--- src/rtl/spi_pkg.sv ---
// Shared types and constants for the SPI master FIFO engine.
// The engine drives SPI mode 0 (CPOL=0, CPHA=0), MSB first.
package spi_pkg;

  typedef enum logic [2:0] {
    IDLE,
    LEAD,
    SHIFT,
    DONE,
    GAP,
    TRAIL
  } spi_state_t;

  localparam bit CPOL = 1'b0;
  localparam bit CPHA = 1'b0;

  // Number of pclk cycles spent in SHIFT for one frame.
  function automatic int frame_cycles(input int frame_bits, input int clk_div);
    return 2 * frame_bits * clk_div;
  endfunction

endpackage

--- src/rtl/spi_clk_div.sv ---
// SCLK generator: half-period counter that toggles sclk every CLK_DIV cycles
// while enabled and reports which toggle is happening on this cycle.
module spi_clk_div
  import spi_pkg::*;
#(
  parameter int CLK_DIV = 2
) (
  input  logic pclk,
  input  logic preset,
  input  logic en,
  input  logic clr,
  output logic rise_tick,
  output logic fall_tick,
  output logic sclk
);

  localparam int CW = $clog2(CLK_DIV + 1);
  localparam logic [CW-1:0] CNT_LAST = CW'(CLK_DIV - 1);

  logic [CW-1:0] cnt_reg;
  logic          sclk_reg;
  logic          wrap;

  assign wrap = en && (cnt_reg == CNT_LAST);

  always_ff @(posedge pclk or posedge preset) begin
    if (preset) begin
      cnt_reg  <= '0;
      sclk_reg <= CPOL;
    end else if (clr) begin
      cnt_reg  <= '0;
      sclk_reg <= CPOL;
    end else if (en) begin
      if (wrap) begin
        cnt_reg  <= '0;
        sclk_reg <= ~sclk_reg;
      end else begin
        cnt_reg <= cnt_reg + 1'b1;
      end
    end
  end

  // Ticks flag the cycle whose closing edge performs the toggle.
  assign rise_tick = wrap && !sclk_reg;
  assign fall_tick = wrap && sclk_reg;
  assign sclk      = sclk_reg;

endmodule

--- src/rtl/spi_master_fifo_engine.sv ---
// SPI master that drains the bridge TX FIFO into SPI frames and pushes the
// captured MISO frames into the RX FIFO, holding cs_n low across bursts.
module spi_master_fifo_engine
  import spi_pkg::*;
#(
  parameter int DATA_WIDTH = 32,
  parameter int FRAME_BITS = 8,
  parameter int CLK_DIV    = 2
) (
  input  logic                  pclk,
  input  logic                  preset,
  output logic                  read_fifo_tx,
  input  logic                  empty_tx,
  input  logic [DATA_WIDTH-1:0] fifo_r_data_tx,
  output logic                  write_fifo_rx,
  input  logic                  full_rx,
  output logic [DATA_WIDTH-1:0] fifo_w_data_rx,
  output logic                  sclk,
  output logic                  mosi,
  input  logic                  miso,
  output logic                  cs_n,
  output logic                  busy
);

  localparam int HW = $clog2(CLK_DIV + 1);
  localparam int BW = $clog2(FRAME_BITS + 1);
  localparam logic [HW-1:0] HOLD_LAST = HW'(CLK_DIV - 1);
  localparam logic [BW-1:0] BIT_LAST  = BW'(FRAME_BITS - 1);

  spi_state_t state_reg, state_next;

  logic [FRAME_BITS-1:0] tx_sh_reg;
  logic [FRAME_BITS-1:0] rx_sh_reg;
  logic [BW-1:0]         bit_cnt_reg;
  logic [HW-1:0]         hold_cnt_reg;
  logic                  cs_n_reg;

  logic start_ok;
  logic hold_active;
  logic hold_done;
  logic last_bit;
  logic div_en;
  logic rise_tick;
  logic fall_tick;
  logic sample_tick;
  logic shift_tick;

  assign start_ok    = !empty_tx && !full_rx;
  assign hold_active = (state_reg == LEAD) || (state_reg == TRAIL);
  assign hold_done   = hold_active && (hold_cnt_reg == HOLD_LAST);
  assign last_bit    = (bit_cnt_reg == BIT_LAST);
  assign div_en      = (state_reg == SHIFT);

  // Mode 0: capture on the leading (rising) edge, shift on the trailing one.
  assign sample_tick = (CPHA == 1'b0) ? rise_tick : fall_tick;
  assign shift_tick  = (CPHA == 1'b0) ? fall_tick : rise_tick;

  spi_clk_div #(
    .CLK_DIV(CLK_DIV)
  ) u_clk_div (
    .pclk      (pclk),
    .preset    (preset),
    .en        (div_en),
    .clr       (!div_en),
    .rise_tick (rise_tick),
    .fall_tick (fall_tick),
    .sclk      (sclk)
  );

  always_ff @(posedge pclk or posedge preset) begin
    if (preset) begin
      state_reg <= IDLE;
    end else begin
      state_reg <= state_next;
    end
  end

  always_comb begin
    state_next    = state_reg;
    read_fifo_tx  = 1'b0;
    write_fifo_rx = 1'b0;
    case (state_reg)
      IDLE: begin
        if (start_ok) begin
          read_fifo_tx = 1'b1;
          state_next   = LEAD;
        end
      end
      LEAD: begin
        if (hold_done) state_next = SHIFT;
      end
      SHIFT: begin
        if (shift_tick && last_bit) state_next = DONE;
      end
      DONE: begin
        write_fifo_rx = 1'b1;
        state_next    = GAP;
      end
      GAP: begin
        // full_rx is one cycle past the push here, so its status is current.
        if (start_ok) begin
          read_fifo_tx = 1'b1;
          state_next   = LEAD;
        end else begin
          state_next = TRAIL;
        end
      end
      TRAIL: begin
        if (hold_done) state_next = IDLE;
      end
      default: state_next = IDLE;
    endcase
  end

  always_ff @(posedge pclk or posedge preset) begin
    if (preset) begin
      tx_sh_reg    <= '0;
      rx_sh_reg    <= '0;
      bit_cnt_reg  <= '0;
      hold_cnt_reg <= '0;
      cs_n_reg     <= 1'b1;
    end else begin
      if (read_fifo_tx) begin
        tx_sh_reg   <= fifo_r_data_tx[FRAME_BITS-1:0];
        rx_sh_reg   <= '0;
        bit_cnt_reg <= '0;
        cs_n_reg    <= 1'b0;
      end else begin
        if (sample_tick) rx_sh_reg <= (rx_sh_reg << 1) | FRAME_BITS'(miso);
        if (shift_tick) begin
          tx_sh_reg   <= tx_sh_reg << 1;
          bit_cnt_reg <= bit_cnt_reg + 1'b1;
        end
        if ((state_reg == TRAIL) && hold_done) cs_n_reg <= 1'b1;
      end
      hold_cnt_reg <= (hold_active && !hold_done) ? hold_cnt_reg + 1'b1 : '0;
    end
  end

  // Bits above the frame are never transmitted.
  generate
    if (FRAME_BITS < DATA_WIDTH) begin : g_hi_unused
      logic unused_hi;
      assign unused_hi = ^fifo_r_data_tx[DATA_WIDTH-1:FRAME_BITS];
    end
  endgenerate

  // tx_sh fills with zeros as it shifts, so mosi idles low after each frame.
  assign mosi           = tx_sh_reg[FRAME_BITS-1];
  assign cs_n           = cs_n_reg;
  assign busy           = (state_reg != IDLE);
  assign fifo_w_data_rx = write_fifo_rx ? DATA_WIDTH'(rx_sh_reg) : '0;

endmodule

--- config.mk ---
export PLATFORM = sky130hd
export DESIGN_NAME = spi_master_fifo_engine
export DESIGN_NICKNAME = d
export VERILOG_FILES = /design/src/rtl/spi_pkg.sv /design/src/rtl/spi_clk_div.sv /design/src/rtl/spi_master_fifo_engine.sv
export SDC_FILE = /design/constraint.sdc
export NUM_CORES = 1
export LEC_CHECK = 0
export ABC_AREA = 0
export BUFFER_PORTS_ARGS = -buffer_cell sky130_fd_sc_hd__buf_4
export CORE_MARGIN = 4
export CORE_UTILIZATION = 49
export CTS_CLUSTER_SIZE = 10
export DETAILED_ROUTE_END_ITERATION = 6
export PLACE_DENSITY = 0.93
export SLEW_MARGIN = 20
export SYNTH_ARGS = -nofsm -noshare
export SYNTH_HDL_FRONTEND = slang
export SYNTH_HIERARCHICAL = 1
export SYNTH_SLANG_ARGS = --single-unit
--- constraint.sdc ---
create_clock -name pclk -period 4.3 [get_ports pclk]
set_input_delay 0.215 -clock pclk [delete_from_list [all_inputs] [get_ports pclk]]
set_output_delay 0.215 -clock pclk [all_outputs]
set_load 0.1 [all_outputs]
Word level (Yosys, flattened, before mapping)
Index checks and enable logic that the tools add are counted.
Widths: inputs -> output; s select.
{"block": "word_totals", "wordCells": 69, "register_bits": 29, "in_bits": 37, "out_inout_bits": 38}
{"block": "classes", "n_bitwise": 2, "eq_ne": 13, "mux": 23, "n_addsub": 3, "n_reduce_logical": 20}
{"operator": "$mux 8", "n": 5}
{"operator": "$pmux 3 s6", "n": 1}
{"operator": "$mux 3", "n": 5}
{"operator": "$ne 2x2->1 const B", "n": 5}
{"operator": "$logic_and 1x1->1", "n": 8}
{"operator": "$mux 4", "n": 2}
{"operator": "$or 8x1->8", "n": 1}
{"operator": "$mux 1", "n": 7}
{"operator": "$eq 3x2->1 const B", "n": 2}
{"operator": "$eq 3x3->1 const B", "n": 2}
{"operator": "$mux 2", "n": 3}
{"operator": "$reduce_bool 2->1", "n": 3}
{"operator": "$add 2x1->2 const B", "n": 2}
{"operator": "$add 4x1->4 const B", "n": 1}
{"operator": "$eq 2x1->1 const B", "n": 2}
{"operator": "$eq 4x3->1 const B", "n": 1}
{"operator": "$logic_not 1->1", "n": 4}
{"operator": "$reduce_and 4->1", "n": 1}
{"operator": "$eq 3x1->1 const B", "n": 1}
{"operator": "$logic_not 3->1", "n": 1}
{"operator": "$reduce_bool 3->1", "n": 1}
{"operator": "$reduce_or 2->1", "n": 1}
{"operator": "$logic_or 1x1->1", "n": 1}
{"operator": "$not 1->1", "n": 1}

Depth between registers and ports, before layout
Gate-level depths: netlist of run 1.
{"block": "logic_depth", "depth_word": 6, "ltp_mapped": 10, "mapped_depth_nobuf": 8}

Hierarchy
The synthesis of run 1 kept the hierarchy.
{"mod": "spi_master_fifo_engine", "seq_area_each_um2": 651.9, "instances": 1, "cells_per_inst": 145, "area_each_um2": 1426.4}
{"mod": "spi_clk_div", "seq_area_each_um2": 75.1, "instances": 1, "cells_per_inst": 14, "area_each_um2": 151.4}

Least setup slack after synthesis of run 1
No wires, ideal clock.
{"block": "synth_timing", "path_type": "reg2out", "from": "register state_reg[2]", "to": "output fifo_w_data_rx[0]", "path_stages_with_launch": 4, "n_path_buf": 0, "path_slack_ns": 1.183, "t_required_ns": 4.085, "t_arrival_ns": 2.902, "cell_sequence": "dfrtp_1 > nand2b_1 > nor2_1 > and2_1"}
{"block": "synth_via", "elab_chain_len": 3}
{"item": "from (decl)", "line_no": "spi_master_fifo_engine.sv:30", "source": "spi_state_t state_reg, state_next;"}
{"item": "from (signal assigned)", "line_no": "spi_master_fifo_engine.sv:74", "source": "state_reg <= state_next;"}
{"item": "$eq 3x2->1", "line_no": "spi_master_fifo_engine.sv:82", "source": "case (state_reg)"}
{"item": "$mux 1", "line_no": "spi_master_fifo_engine.sv:82"}
{"item": "via write_fifo_rx", "line_no": "spi_master_fifo_engine.sv:15", "source": "output logic write_fifo_rx,"}
{"item": "$mux 8", "line_no": "spi_master_fifo_engine.sv:152", "source": "assign fifo_w_data_rx = write_fifo_rx ? DATA_WIDTH'(rx_sh_reg) : '0;"}
{"item": "to (decl)", "line_no": "spi_master_fifo_engine.sv:17", "source": "output logic [DATA_WIDTH-1:0] fifo_w_data_rx,"}
The timed path passes the listed nets, and every way through them passes these cells.

Final worst setup path of run 1
{"block": "layout_timing", "from": "register state_reg[1]", "to": "register state_reg[0]"}
{"block": "layout_via", "elab_chain_len": 6, "word_cells_on_any_way": 17, "cone_classes": "9 x eq/ne; 1 x mux; 7 x reduce/logical"}
{"item": "$eq 3x2->1", "line_no": "spi_master_fifo_engine.sv:52", "source": "assign div_en = (state_reg == SHIFT);"}
{"item": "via div_en", "line_no": "spi_master_fifo_engine.sv:42", "source": "logic div_en;"}
{"item": "$logic_and 1x1->1", "line_no": "spi_clk_div.sv:24", "source": "assign wrap = en && (cnt_reg == CNT_LAST);"}
{"item": "$logic_and 1x1->1", "line_no": "spi_clk_div.sv:45", "source": "assign fall_tick = wrap && sclk_reg;"}
{"item": "via fall_tick", "line_no": "spi_master_fifo_engine.sv:44", "source": "logic fall_tick;"}
{"item": "$logic_and 1x1->1", "line_no": "spi_master_fifo_engine.sv:93", "source": "if (shift_tick && last_bit) state_next = DONE;"}
{"item": "$ne 2x2->1 (no source line)"}
{"item": "$reduce_and 4->1 (no source line)"}
The timed path passes the listed nets, and every way through them passes these cells.
A chain may end at the register's enable or synchronous reset.

==> impl_metrics.tcl, run 1 <==
set metrics [dict create \
    status "finished, final reports clean" \
    worst_pin_slew_ps 948.0 \
    fp-row-count 20 \
    seqCellArea_sq_um 726.9 \
    dieHeight_um 64.75 \
    setup-tns-final_ps 0 \
    routed_via_density 4.562 \
    ant_nets 0 \
    port_buffers 26 \
    min_path_type "primary input to flip-flop" \
    fill_cells 285 \
    min_period_ps 2426 \
    n_antenna_cell 0 \
    max_freq_mhz 412.1 \
    fin_area_sq_mm 0.001788 \
    wl_per_cell_um 11.20 \
    multiInputGateArea_sq_um 708.2 \
    fin_skew_ps 8.856 \
    die_x_um 64.75 \
    initial_core_util 0.5126 \
    cp.arrival_ps 2670 \
    ys_ff_latch 29 \
    ys_seq_area_frac 0.4607 \
    cts_made_buffers 5 \
    rsz0062_at_grt "false" \
    finalPower_uw 1011 \
    insertion_delay_ps 320 \
    synthFlopType "dfrtp_1" \
    drc 0 \
    final-hold-violation-count 0 \
    gp_congestion 0.7695 \
    setup_violations 0 \
    drtIter0Drc 63 \
    drive_gt1_frac 0.2116 \
    worstRegToRegCells 8 \
    cts.sinks 29 \
    grt_remaining_overflow 0 \
    crit_type "flip-flop to flip-flop" \
    reg2reg_to "state_reg[0]" \
    syn_avg_cell_area_sq_um 9.923 \
    placed_area_sq_mm 0.001719 \
    critPathMaxFanout 12 \
    synth-edff-count 0 \
    yosys_warnings 6 \
    antenna_found_initial 0 \
    final_nets 227 \
    die-area_sq_mm 0.004192 \
    relSlewSlack 0.3673 \
    grt_start_max_net_pins 30 \
    endpoint_kind "flip-flop" \
    syn_area_sq_mm 0.001578 \
    clkTransAtPathRegs_ps 90 \
    ios 75 \
    htree_levels 2 \
    vdd_ir_drop_max_mv 0.2800 \
    vias 1063 \
    startpoint_type "flip-flop" \
    cts_tree "yes" \
    worstReg2RegStart "state_reg[1]" \
    dr.pass1.iters 4 \
    place_hpwl_um 1889 \
    slew_viol_final 0 \
    async_flop_share 1.000 \
    ys_types 33 \
    max_cap_viol_count 0 \
    drt-total-wl_um 2610 \
    grt_pass1_wl_um 4409 \
    power_density_mw_per_mm2 565.4 \
    cts-resized-gates 0 \
    worstHoldEndpoint "tx_sh_reg[7]" \
    hold_start "fifo_r_data_tx[7]" \
    syn2layout_area_growth_pct 13.32 \
    coreArea_sq_mm 0.003078 \
    fin_crit_sh 0.5643 \
    ff2ff_setup_slack_ps 1870 \
    placed_cells 224 \
    cp.required_ps 4550 \
    cts.root.buffer_cell "clkbuf_4" \
    grtUsageTotal 0.1373 \
    synthCells 159 \
    cellLeakagePower_uw 0.0008746 \
    clk_path_buf_depth 2 \
    instances_no_fill 233 \
    grt_pass1_vias 981 \
    hold_depth 3 \
]
[power by group]
part           total [uW]  internal [uW]  switching (uW)
Clock                 171           80.6            90.9
Sequential            389            336            53.1
Combinational         450            104             347
Total                1010            520             491
[placed cells by master (no fill, tap or decap), types with 2 or more instances in the layout]
cell type and count:
mux2i_1 16, and2_1 8, dfrtp_1 28, xnor2_1 2
nor2_1 19, nand2_1 13, or3_1 2, conb_1 24
xor2_1 2, nand2b_1 4, inv_1 4, o21ai_0 11
clkbuf_1 2, clkbuf_4 5, buf_4 28, ha_1 2
and3b_1 2
[cell usage after synthesis, types with 2 or more instances]
cell type  number  share of area
dfrtp_1        28           0.44
buf_4          25           0.12
nor2_1         19          0.045
mux2i_1        16           0.10
nand2_1        13          0.031
o21ai_0        11          0.035
and2_1          8          0.032
inv_1           4         0.0095
nand2b_1        4          0.016
buf_2           3         0.0095
and3b_1         2          0.011
ha_1            2          0.016
or3_1           2         0.0079
xnor2_1         2          0.011
xor2_1          2          0.011
[cell families (layout without fill, tap and decap cells)]
logic type	after synthesis	count (layout)	share of synthesized area
flops	29	29	0.4607
mux	17	17	0.1110
fa+ha+maj	2	2	0.01586
simple gates	56	56	0.1840
xor+xnor	4	4	0.02221
buf+inv	35	42	0.1507
compound gates	15	15	0.05313
other cells	1	24	0.002377
[cell type report]
cell class / count / area share
multi-input combinational: 118 / 0.3961
clock buffer: 8 / 0.03289
timing repair buffer: 29 / 0.1232
tap: 44 / 0.03079
inverter: 5 / 0.01050
sequential: 29 / 0.4066
[worst max-delay path, cell delays in order, from the launching register on]
cell      delay, ps
dfrtp_1         530
nand2b_1        140
nand2b_1        230
inv_1           130
and3b_1         210
and2_2          350
nand2_1         140
or4b_1          470
o211ai_1        160
[layer usage]
| layer | track usage | up-vias | wire length [um] |
|---|---|---|---|
| met4 | 0.04749 | 0 | 26 |
| met2 | 0.2082 | 29 | 1256 |
| met5 | 0 | - | 0 |
| met1 | 0.1746 | 499 | 1146 |
| met3 | 0.05893 | 6 | 181 |
| li1 | - | 529 | - |
[worst max path at each step]
stage / start / endpoint
2_1_floorplan: state_reg[2] / fifo_w_data_rx[0]
3_3_place_gp: state_reg[1] / state_reg[0]
3_5_place_dp: state_reg[1] / state_reg[0]
4_1_cts: state_reg[1] / state_reg[0]
5_1_grt: state_reg[1] / state_reg[0]
6_report: state_reg[1] / state_reg[0]
[timing repair]
item | 4_1_cts | 5_1_grt
hold buffers | 1 | 0
hold endpoints to repair | 3 | 0
setup buffers | 0 | 0
[stage by stage]
step	util	hold slack (ps)	worst slack (ps)
2_1_floorplan	-	-31.36	1183
3_3_place_gp	0.5585	95.73	1934
3_5_place_dp	0.5585	98.09	1885
4_1_cts	0.5809	89.56	1868
5_1_grt	0.5809	97.98	1690
6_report	0.5809	100.5	1874
No activity file was read; power rests on OpenSTA's default activity.
==> run 2: changes to the inputs <==
--- a/config.mk
+++ b/config.mk
@@ -8,10 +8,10 @@
 export ABC_AREA = 0
 export BUFFER_PORTS_ARGS = -buffer_cell sky130_fd_sc_hd__buf_4
 export CORE_MARGIN = 4
-export CORE_UTILIZATION = 49
+export CORE_UTILIZATION = 41
 export CTS_CLUSTER_SIZE = 10
 export DETAILED_ROUTE_END_ITERATION = 6
-export PLACE_DENSITY = 0.93
+export PLACE_DENSITY = 0.84
 export SLEW_MARGIN = 20
 export SYNTH_ARGS = -nofsm -noshare
 export SYNTH_HDL_FRONTEND = slang
==> constraint.sdc (replaced) <==
create_clock -name pclk -period 2.2 [get_ports pclk]
set_input_delay 0.11 -clock pclk [delete_from_list [all_inputs] [get_ports pclk]]
set_output_delay 0.11 -clock pclk [all_outputs]
set_load 0.1 [all_outputs]
==> impl_metrics.tcl, run 2 (same netlist as run 1, synthesis figures left out) <==
set metrics [dict create \
    worstRegToRegCells 8 \
    crit_top_cell "nand2b_4" \
    drtIter0Drc 68 \
    coreArea_sq_mm 0.003689 \
    cts.sinks 29 \
    grt_pass1_vias 997 \
    drc 0 \
    fin_util 0.5119 \
    min_period_ps 1996 \
    grt_pass1_wl_um 4395 \
    startpoint_type "flip-flop" \
    final_nets 233 \
    seqCellArea_sq_um 726.9 \
    hold_depth 3 \
    hold_start "fifo_r_data_tx[5]" \
    die-area_sq_mm 0.004905 \
    cellLeakagePower_uw 0.0009293 \
    fin_skew_ps 4.221 \
    cpPeakStageDelay_ps 470 \
    layout_commonest_cell "buf_4" \
    ant_nets 0 \
    crit_type "flip-flop to flip-flop" \
    grt_start_max_net_pins 27 \
    worstSetupStartpoint "state_reg[2]" \
    cp_num_buf_inv 1 \
    vias 1049 \
    layout_common_cells "buf_4, dfrtp_1, conb_1, nor2_1, mux2i_1" \
    syn2layout_area_growth_pct 19.67 \
    die_x_um 70.04 \
    rsz0062_at_grt "false" \
    fin_crit_sh 0.9073 \
    fill_cells 350 \
    endpoint_kind "flip-flop" \
    dr.pass1.iters 4 \
    worstHoldEndpoint "tx_sh_reg[5]" \
    dieHeight_um 70.04 \
    worstReg2RegStart "state_reg[2]" \
    min_path_type "primary input to flip-flop" \
    ff2ff_setup_slack_ps 200 \
    clk_path_buf_depth 2 \
    power_frac_clock 0.199 \
    cp.arrival_ps 2180 \
    reg2reg_to "state_reg[0]" \
    final-hold-violation-count 0 \
    instances_no_fill 242 \
    grt_remaining_overflow 0 \
    cts_made_buffers 5 \
    antenna_found_initial 0 \
    initial_core_util 0.4277 \
    pwr-share-comb 0.462 \
    n_antenna_cell 0 \
    fp-row-count 22 \
    htree_levels 2 \
    critPathMaxFanout 5 \
    wl_per_cell_um 10.78 \
    placed_cells 234 \
    vdd_ir_drop_max_mv 0.5701 \
    drive_gt1_frac 0.2526 \
    port_buffers 26 \
    clkTransAtPathRegs_ps 60 \
    max_cap_viol_count 0 \
    internal-power_uw 1162 \
    status "finished, final reports clean" \
    max_freq_mhz 501.0 \
    multiInputGateArea_sq_um 730.7 \
    cts.root.buffer_cell "clkbuf_8" \
    drt-total-wl_um 2608 \
    setup-tns-final_ps 0 \
    power_density_mw_per_mm2 1140 \
    finalPower_uw 2152 \
    seqPwrFrac 0.339 \
    critPathTopFamily "simple AND/OR/NAND/NOR gates" \
    p_sw_frac 0.4602 \
    grtUsageTotal 0.1144 \
    gp_congestion 0.8335 \
    power.switching_uw 990.4 \
    setup_violations 0 \
    place_hpwl_um 1923 \
    ios 75 \
    hold-worst-slack_ps 34.63 \
    slew_viol_final 0 \
    slowest_stage "or4b_1" \
    cts_tree "yes" \
    crit_path_cell_trace "nand2b_4 > nand2b_4 > inv_1 > and3b_1 > and2_2 > nand2_1 > or4b_1 > o211ai_1" \
    insertion_delay_ps 280 \
    routed_via_density 4.335 \
    cp.required_ps 2390 \
]
run 2: cell count changes in the layout (fill, tap and decap cells not counted), sizes merged:
cell,before,now
buf,28,34
clkbuf,8,7
run 2: worst max path at each step:
stage	depth (start not counted)	to
3_3_place_gp	8	state_reg[0]
6_report	8	state_reg[0]
4_1_cts	8	state_reg[0]
2_1_floorplan	3	fifo_w_data_rx[0]
5_1_grt	8	state_reg[0]
3_5_place_dp	8	state_reg[0]
run 2: layout make-up:
cell class	count	area share
flip-flops and latches	29	0.3850
repair buffers	35	0.1405
inverters	5	0.009940
well taps	48	0.03181
clock buffers	7	0.04573
multi-input cells	118	0.3870
run 2: worst register-to-register path, cell delays in order, from the launching register on:
cell      delay [ps]
dfrtp_1          370
nand2b_4         160
nand2b_4         150
inv_1             90
and3b_1          210
and2_2           180
nand2_1           80
or4b_1           470
o211ai_1         200
run 2: power by group through the flow:
stage	registers (uW)	clock network [uW]	logic (uW)
floorplan	859	0	688
global placement	725	0	963
detailed placement	732	0	974
CTS	726	447	979
global route	745	464	1070
finish	730	429	993
run 2: per-layer routing:
metal	global-route usage	wire, um	up-vias
met5	0	0	-
met2	0.1731	1289	28
met4	0.07021	63	0
met3	0.04029	158	7
met1	0.1385	1096	471
li1	-	-	543
run 2: timing repair:
item / 4_1_cts / 5_1_grt
hold buffers: 1 / 0
endpoints found under the hold margin: 28 / 0
resized for setup: 0 / 3
endpoints found under the setup margin: 0 / 1
buffers inserted: 0 / 0
run 2: through the flow:
stage | area, sq um | worst slack [ps]
after floorplan | 1672 | 92.26
after global placement | 1777 | 139.4
after detailed placement | 1777 | 101.3
after CTS | 1873 | 68.90
after global routing | 1888 | 11.39
final | 1888 | 203.8
==> run 3: changes to the inputs <==
--- a/config.mk
+++ b/config.mk
@@ -8,10 +8,10 @@
 export ABC_AREA = 0
 export BUFFER_PORTS_ARGS = -buffer_cell sky130_fd_sc_hd__buf_4
 export CORE_MARGIN = 4
-export CORE_UTILIZATION = 41
+export CORE_UTILIZATION = 49
 export CTS_CLUSTER_SIZE = 10
 export DETAILED_ROUTE_END_ITERATION = 6
-export PLACE_DENSITY = 0.84
+export PLACE_DENSITY = 0.93
 export SLEW_MARGIN = 20
 export SYNTH_ARGS = -nofsm -noshare
 export SYNTH_HDL_FRONTEND = slang
==> constraint.sdc (replaced) <==
create_clock -name pclk -period 2.4 [get_ports pclk]
set_input_delay 0.12 -clock pclk [delete_from_list [all_inputs] [get_ports pclk]]
set_output_delay 0.12 -clock pclk [all_outputs]
set_load 0.1 [all_outputs]
==> impl_metrics.tcl, run 3 (same netlist as run 1, synthesis figures left out) <==
set metrics [dict create \
    status "finished, final reports clean" \
    critPathMaxFanout 8 \
    cts.sinks 29 \
    htree_levels 2 \
    place_hpwl_um 1984 \
    met1_length_um 1114 \
    wl_per_cell_um 11.23 \
    instances_no_fill 239 \
    dr.pass1.iters 4 \
    final-hold-violation-count 0 \
    layout_common_cells "buf_4, dfrtp_1, conb_1, nor2_1, mux2i_1" \
    fin_ws_ps 177.0 \
    cpPeakStageDelay_ps 470 \
    grt_pass1_vias 1017 \
    slew_viol_final 0 \
    drt-total-wl_um 2685 \
    hold-worst-slack_ps 13.24 \
    vdd_ir_drop_max_mv 0.4282 \
    crit_path_cell_trace "nand2b_1 > nand2b_1 > inv_1 > and3b_1 > and2_2 > nand2_1 > or4b_1 > o211ai_1" \
    cts-resized-gates 0 \
    grt_start_max_net_pins 27 \
    syn2layout_area_growth_pct 16.65 \
    vias 1083 \
    crit_top_cell "nand2b_1" \
    cellLeakagePower_uw 0.0009028 \
    highest_layer "met4" \
    fin_util 0.5980 \
    ant_nets 0 \
    dr_wl_met3_um 170 \
    initial_core_util 0.5126 \
    die_x_um 64.75 \
    seqPwrFrac 0.374 \
    setup_violations 0 \
    clkTransAtPathRegs_ps 90 \
    p_sw_frac 0.4926 \
    dieHeight_um 64.75 \
    n_antenna_cell 0 \
    critPathTopFamily "simple AND/OR/NAND/NOR gates" \
    rsz0062_at_grt "false" \
    power_density_mw_per_mm2 985.8 \
    min_period_ps 2223 \
    gp_congestion 0.7849 \
    cp_num_buf_inv 1 \
    cts_made_buffers 5 \
    place_ws_ps 170.5 \
    insertion_delay_ps 320 \
    fp-row-count 20 \
    clk_path_buf_depth 2 \
    max_freq_mhz 449.8 \
    postCtsSetupRepairBufs 0 \
    drtIter0Drc 43 \
    die-area_sq_mm 0.004192 \
    port_buffers 26 \
    pwr-share-comb 0.476 \
    grt_pass1_wl_um 4526 \
    worst_pin_slew_ps 966.3 \
    max_cap_viol_count 0 \
    cts.root.buffer_cell "clkbuf_4" \
    setup-tns-final_ps 0 \
    antenna_found_initial 0 \
    ios 75 \
    cts_tree "yes" \
    grt_remaining_overflow 0 \
    power_frac_clock 0.150 \
    drive_gt1_frac 0.2308 \
    drc 0 \
    routed_via_density 4.531 \
    power.switching_uw 893.8 \
    endpoint_kind "flip-flop" \
    placed_cells 227 \
    cp.required_ps 2640 \
    wl_met2_um 1360 \
    cp.arrival_ps 2460 \
    fin_skew_ps 8.816 \
    internal-power_uw 920.6 \
    slowest_stage "or4b_1" \
    relSlewSlack 0.3551 \
    crit_type "flip-flop to flip-flop" \
    grtUsageTotal 0.1425 \
    postCtsHoldBufs 4 \
    min_path_type "primary input to flip-flop" \
    fin_crit_sh 0.9263 \
    startpoint_type "flip-flop" \
    layout_commonest_cell "buf_4" \
    final_nets 233 \
    coreArea_sq_mm 0.003078 \
]
-- run 3: cell count changes in the layout (fill, tap and decap cells not counted), sizes merged --
| cell | previous run | this run |
|---|---|---|
| buf | 34 | 31 |
| clkbuf | 7 | 6 |
| clkinv | 0 | 2 |
| dlygate4sd3 | 1 | 4 |
-- run 3: layout make-up --
class                   count  area [sq um]
flip-flops and latches     29         726.9
clock inverters             2         10.01
repair buffers             35         272.8
clock buffers               6         41.29
multi-input cells         118         715.7
well taps                  44         55.05
inverters                   5         18.77
fillers                   281          1237
-- run 3: stage by stage --
step | cell area [sq um] | total power [uW]
6_report | 1841 | 1814
5_1_grt | 1841 | 1936
4_1_cts | 1841 | 1836
3_5_place_dp | 1749 | 1552
3_3_place_gp | 1749 | 1531
2_1_floorplan | 1672 | 1418
-- run 3: per-layer routing --
layer / vias up / GRT usage
li1: 546 / -
met3: 5 / 0.05719
met2: 28 / 0.2350
met4: 0 / 0.04749
met1: 504 / 0.1682
met5: - / 0
-- run 3: path summary, 6_finish.rpt --
path / to / slack (ps) / startpoint / cells past startpoint
min in group asynchronous: u_clk_div/cnt_reg[1] / 230 / preset / 3
min reg2reg: hold_cnt_reg[0] / 430 / hold_cnt_reg[0] / 1
max reg2reg: state_reg[0] / 180 / state_reg[2] / 8
min: tx_sh_reg[0] / 10 / fifo_r_data_tx[0] / 3
max in group asynchronous: hold_cnt_reg[0] / 1210 / preset / 3
max: state_reg[0] / 180 / state_reg[2] / 8
-- run 3: worst min-delay path, stage by stage --
cell	delay (ps)
buf_4	80
nand2_1	40
o21ai_0	60
-- run 3: power by group through the flow --
stage | Clock [uW] | Combinational, uW | Sequential, uW
3_3_place_gp | 0 | 846 | 685
4_1_cts | 286 | 868 | 682
5_1_grt | 306 | 931 | 698
3_5_place_dp | 0 | 862 | 690
6_report | 272 | 863 | 679
2_1_floorplan | 0 | 631 | 787
